<file path="src/rtl/picomips_pkg.sv">
// Shared picoMIPS types and constants: sequencer state encoding and default program address width.
package picomips_pkg;

    localparam int unsigned PSIZE_DEF = 6;

    typedef enum logic [1:0] {
        S_RUN  = 2'd0,
        S_WAIT = 2'd1,
        S_MUL  = 2'd2,
        S_HALT = 2'd3
    } state_t;

endpackage

</file>
<file path="src/rtl/pc_next_calc.sv">
// Combinational next program counter: absolute jump, PC-relative branch or increment.
module pc_next_calc
    import picomips_pkg::*;
#(
    parameter int unsigned Psize = PSIZE_DEF
) (
    input  logic [Psize-1:0] address,
    input  logic             jump_en,
    input  logic             branch_en,
    input  logic [Psize-1:0] target,
    output logic [Psize-1:0] next_pc
);

    // At equal width the sign-extended offset add is a plain modulo-2^Psize add.
    always_comb begin
        next_pc = address + Psize'(1);
        if (jump_en) begin
            next_pc = target;
        end else if (branch_en) begin
            next_pc = address + target;
        end
    end

endmodule

</file>
<file path="src/rtl/picomips_fetch_ctrl.sv">
// picoMIPS program sequencer: owns the PC, stalls for multiply and external input, handles halt.
module picomips_fetch_ctrl
    import picomips_pkg::*;
#(
    parameter int unsigned Psize     = PSIZE_DEF,
    parameter int unsigned MulCycles = 2
) (
    input  logic             Clock,
    input  logic             Reset,
    input  logic             en,
    input  logic             halt_req,
    input  logic             wait_req,
    input  logic             in_valid,
    input  logic             mul_req,
    input  logic             jump_en,
    input  logic             branch_en,
    input  logic [Psize-1:0] target,
    output logic [Psize-1:0] address,
    output logic             commit,
    output logic             in_ack,
    output logic             busy,
    output logic             halted
);

    localparam int unsigned CNT_W = 4;

    state_t             state_q, state_d;
    logic [CNT_W-1:0]   cnt_q, cnt_d;
    logic [Psize-1:0]   address_q, address_d;
    logic [Psize-1:0]   next_pc;

    pc_next_calc #(.Psize(Psize)) u_pc_next_calc (
        .address   (address_q),
        .jump_en   (jump_en),
        .branch_en (branch_en),
        .target    (target),
        .next_pc   (next_pc)
    );

    always_ff @(posedge Clock) begin
        if (Reset) begin
            state_q   <= S_RUN;
            cnt_q     <= '0;
            address_q <= '0;
        end else begin
            state_q   <= state_d;
            cnt_q     <= cnt_d;
            address_q <= address_d;
        end
    end

    // The PC only moves on a retiring cycle, so address tracks commit.
    always_comb begin
        state_d   = state_q;
        cnt_d     = cnt_q;
        address_d = commit ? next_pc : address_q;
        if (en) begin
            case (state_q)
                S_RUN: begin
                    if (halt_req) begin
                        state_d = S_HALT;
                    end else if (wait_req) begin
                        if (!in_valid) state_d = S_WAIT;
                    end else if (mul_req) begin
                        state_d = S_MUL;
                        cnt_d   = CNT_W'(MulCycles - 1);
                    end
                end
                S_WAIT: begin
                    if (in_valid) state_d = S_RUN;
                end
                S_MUL: begin
                    if (cnt_q != '0) begin
                        cnt_d = cnt_q - CNT_W'(1);
                    end else begin
                        state_d = S_RUN;
                    end
                end
                S_HALT: begin
                    state_d = S_HALT;
                end
            endcase
        end
    end

    // Mealy strobes; everything reads idle while Reset is asserted.
    always_comb begin
        commit = 1'b0;
        in_ack = 1'b0;
        busy   = 1'b0;
        halted = 1'b0;
        if (!Reset) begin
            busy   = (state_q == S_WAIT) || (state_q == S_MUL);
            halted = (state_q == S_HALT);
            if (en) begin
                case (state_q)
                    S_RUN: begin
                        if (halt_req) begin
                            commit = 1'b0;
                        end else if (wait_req) begin
                            commit = in_valid;
                            in_ack = in_valid;
                        end else if (!mul_req) begin
                            commit = 1'b1;
                        end
                    end
                    S_WAIT: begin
                        commit = in_valid;
                        in_ack = in_valid;
                    end
                    S_MUL: begin
                        commit = (cnt_q == '0);
                    end
                    S_HALT: begin
                        commit = 1'b0;
                    end
                endcase
            end
        end
    end

    assign address = address_q;

endmodule
</file>
<file path="config.mk">
export PLATFORM = sky130hd
export DESIGN_NAME = picomips_fetch_ctrl
export DESIGN_NICKNAME = d
export VERILOG_FILES = /design/src/rtl/picomips_pkg.sv /design/src/rtl/pc_next_calc.sv /design/src/rtl/picomips_fetch_ctrl.sv
export SDC_FILE = /design/constraint.sdc
export NUM_CORES = 1
export LEC_CHECK = 0
export CAP_MARGIN = 40
export CORE_MARGIN = 2
export CORE_UTILIZATION = 49
export DETAILED_ROUTE_END_ITERATION = 8
export GPL_ROUTABILITY_DRIVEN = 0
export PLACE_DENSITY = 0.76
export SYNTH_ARGS = -nofsm -noshare
export SYNTH_HDL_FRONTEND = slang
export SYNTH_SLANG_ARGS = --single-unit
</file>
<file path="constraint.sdc">
create_clock -name Clock -period 2.97 [get_ports Clock]
set_clock_uncertainty 0.2 [all_clocks]
set_input_delay 0.594 -clock Clock [delete_from_list [all_inputs] [get_ports Clock]]
set_output_delay 0.594 -clock Clock [all_outputs]
set_load 0.02 [all_outputs]
</file>
==> impl_metrics.env <==
export IMPL_status="completed"
export IMPL_synthToLayoutAreaGrowth_pct=39.0
export IMPL_vias=1157
export IMPL_worstSkewPairLatency_ns=0.28
export IMPL_worst_pin_slew_ns=0.400
export IMPL_die_y_um=50.5
export IMPL_crit_path_start_kind="input port"
export IMPL_clk_pin_slew_ns=0.09
export IMPL_die_area_um2=2550
export IMPL_regArea_um2=240
export IMPL_finalCriticalPeriod_ns=2.76
export IMPL_drive_gt1_frac=0.152
export IMPL_fin_cells=198
export IMPL_ys_seq_area_frac=0.226
export IMPL_ant_nets=0
export IMPL_async_flop_share=0
export IMPL_ys_ff_latch=12
export IMPL_dp_hpwl_mm=2.26
export IMPL_grt_pass1_wl_mm=4.97
export IMPL_hold_ws_ns=0.298
export IMPL_gr_total_overflow=0
export IMPL_drc=0
export IMPL_coreArea_um2=2000
export IMPL_wl_mm=3.03
export IMPL_ys_flop_type="dfxtp_1"
export IMPL_grt_total_usage=0.260
export IMPL_endpoint_kind="flop"
export IMPL_dr_pass1_iters=4
export IMPL_synth_warnings=0
export IMPL_peakVddDrop_v=0.000258
export IMPL_vias_per_cell=5.84
export IMPL_reg2reg_from="cnt_q[0]"
export IMPL_pin_count=25
export IMPL_critPathLaunch="branch_en"
export IMPL_pwr_density_cell_nw_per_um2=349
export IMPL_syn_area_um2=1060
export IMPL_route_met3_wl_um=173
export IMPL_crit_arrival_ns=2.76
export IMPL_ctsHtreeMaxLevel=1
export IMPL_hold_path_class="reg -> reg"
export IMPL_cts_setup_buffers=0
export IMPL_cts_buffer_depth=2
export IMPL_start_util=0.530
export IMPL_final_util=0.737
export IMPL_grt_max_degree=14
export IMPL_n_antenna_cell=0
export IMPL_ys_types=39
export IMPL_critPathRequiredTime_ns=2.97
export IMPL_synth_edff_count=0
export IMPL_cts_tree="yes"
export IMPL_filler_cell_count=175
export IMPL_crit_type="in -> reg"
export IMPL_antenna_found_initial=0
export IMPL_port_buffers=24
export IMPL_place_inst=194
export IMPL_setup_viol_count_final=0
export IMPL_wl_per_cell_um=15.3
export IMPL_drv_slew=0
export IMPL_cts_sinks=12
export IMPL_met1_length_mm=1.34
export IMPL_die_w_um=50.5
export IMPL_top_layer="met4"
export IMPL_min_from="address[2]"
export IMPL_drt_iter0_markers=44
export IMPL_slew_headroom=0.732
export IMPL_maxClockFrequency_mhz=363
export IMPL_nets=199
export IMPL_timing_final_crit_share=0.928
export IMPL_drv_cap=0
export IMPL_worstPathMaxFanout=7
export IMPL_synth_fp_nets=158
export IMPL_numCtsBuffers=3
export IMPL_grt_pass1_vias=1120
export IMPL_avgSynthCellArea_um2=8.10
export IMPL_dr_wl_met2_mm=1.48
export IMPL_row_count=16
export IMPL_layout_common_cells="clkdlybuf4s50_1 (22), buf_4 (14), inv_1 (12), dfxtp_1 (12)"
export IMPL_p_leak_nw=0.637
export IMPL_hold_violations=0
export IMPL_multiInputGateArea_um2=777
export IMPL_cts_hold_buf=0
export IMPL_fin_setup_tns_ns=0
export IMPL_postSynthCellCount=131
export IMPL_rsz0062_at_grt="false"
export IMPL_final_common_cell="clkdlybuf4s50_1"
export IMPL_cts_root_buffer_cell="clkbuf_4"
metal layers:
layer,vias up,track usage
met1,545,0.338
met4,0,0.0721
met3,6,0.0595
li1,570,-
met2,36,0.430
met5,-,0
worst max-delay path: stages:
cell,delay [ns]
clkdlybuf4s50_1,0.62
nand2b_1,0.11
ha_1,0.21
inv_1,0.08
fa_1,0.18
nor2b_1,0.08
or4_1,0.47
and3_1,0.19
a211oi_1,0.22
final timing paths:
path	endpoint	slack (ns)	depth (start not counted)
max	address[4]	0.21	9
min	address[2]	0.30	2
max reg2reg	state_q[0]	0.64	6
min reg2reg	address[2]	0.30	2
flip-flops by register name (all words and copies together) (netlist names):
register  count
state_q       2
cnt_q         4
address       6
logic make-up after synthesis:
family	synth area share
simple gates	0.284
buf+inv	0.0495
fa+ha+maj	0.149
compound gates	0.254
mux	0.0377
flops	0.226
metrics by stage:
| stage | setup WS [ns] | power (mW) | instance area (um^2) |
|---|---|---|---|
| global route | 0.102 | 0.541 | 1480 |
| floorplan | 0.484 | 0.292 | 1060 |
| CTS | 0.00743 | 0.510 | 1470 |
| global placement | -0.199 | 0.365 | 1430 |
| detailed placement | -0.210 | 0.374 | 1430 |
| finish | 0.214 | 0.514 | 1480 |
layout make-up:
| class | instances | share of cell area |
|---|---|---|
| repair buffers | 38 | 0.232 |
| multi-input cells | 105 | 0.527 |
| inverters | 12 | 0.0305 |
| flip-flops and latches | 12 | 0.163 |
| well taps | 27 | 0.0229 |
| clock buffers | 4 | 0.0246 |
synth_stat cells, drive strengths merged, types with 4 or more instances:
library cell  number  area [um^2]
nor3               6         30.0
nor2              10         37.5
a211oi             7         52.6
nor2b              8         50.1
dfxtp             12          240
o21ai              7         35.0
a21oi              7         35.0
inv               12         45.0
ha                11          138
mux2i              4         40.0
nand2b             4         25.0
nand2              6         22.5
timing repair:
action,4_1_cts,5_1_grt
gates resized for setup,2,4
pin swaps,0,0
endpoints found under the setup margin,1,2
power breakdown:
group	internal [mW]	leakage [nW]	switching, mW
clock	0.0746	0.0210	0.0632
sequential	0.170	0.0975	0.00970
combinational	0.0975	0.519	0.0989
Power figures use the tool's default switching activity.
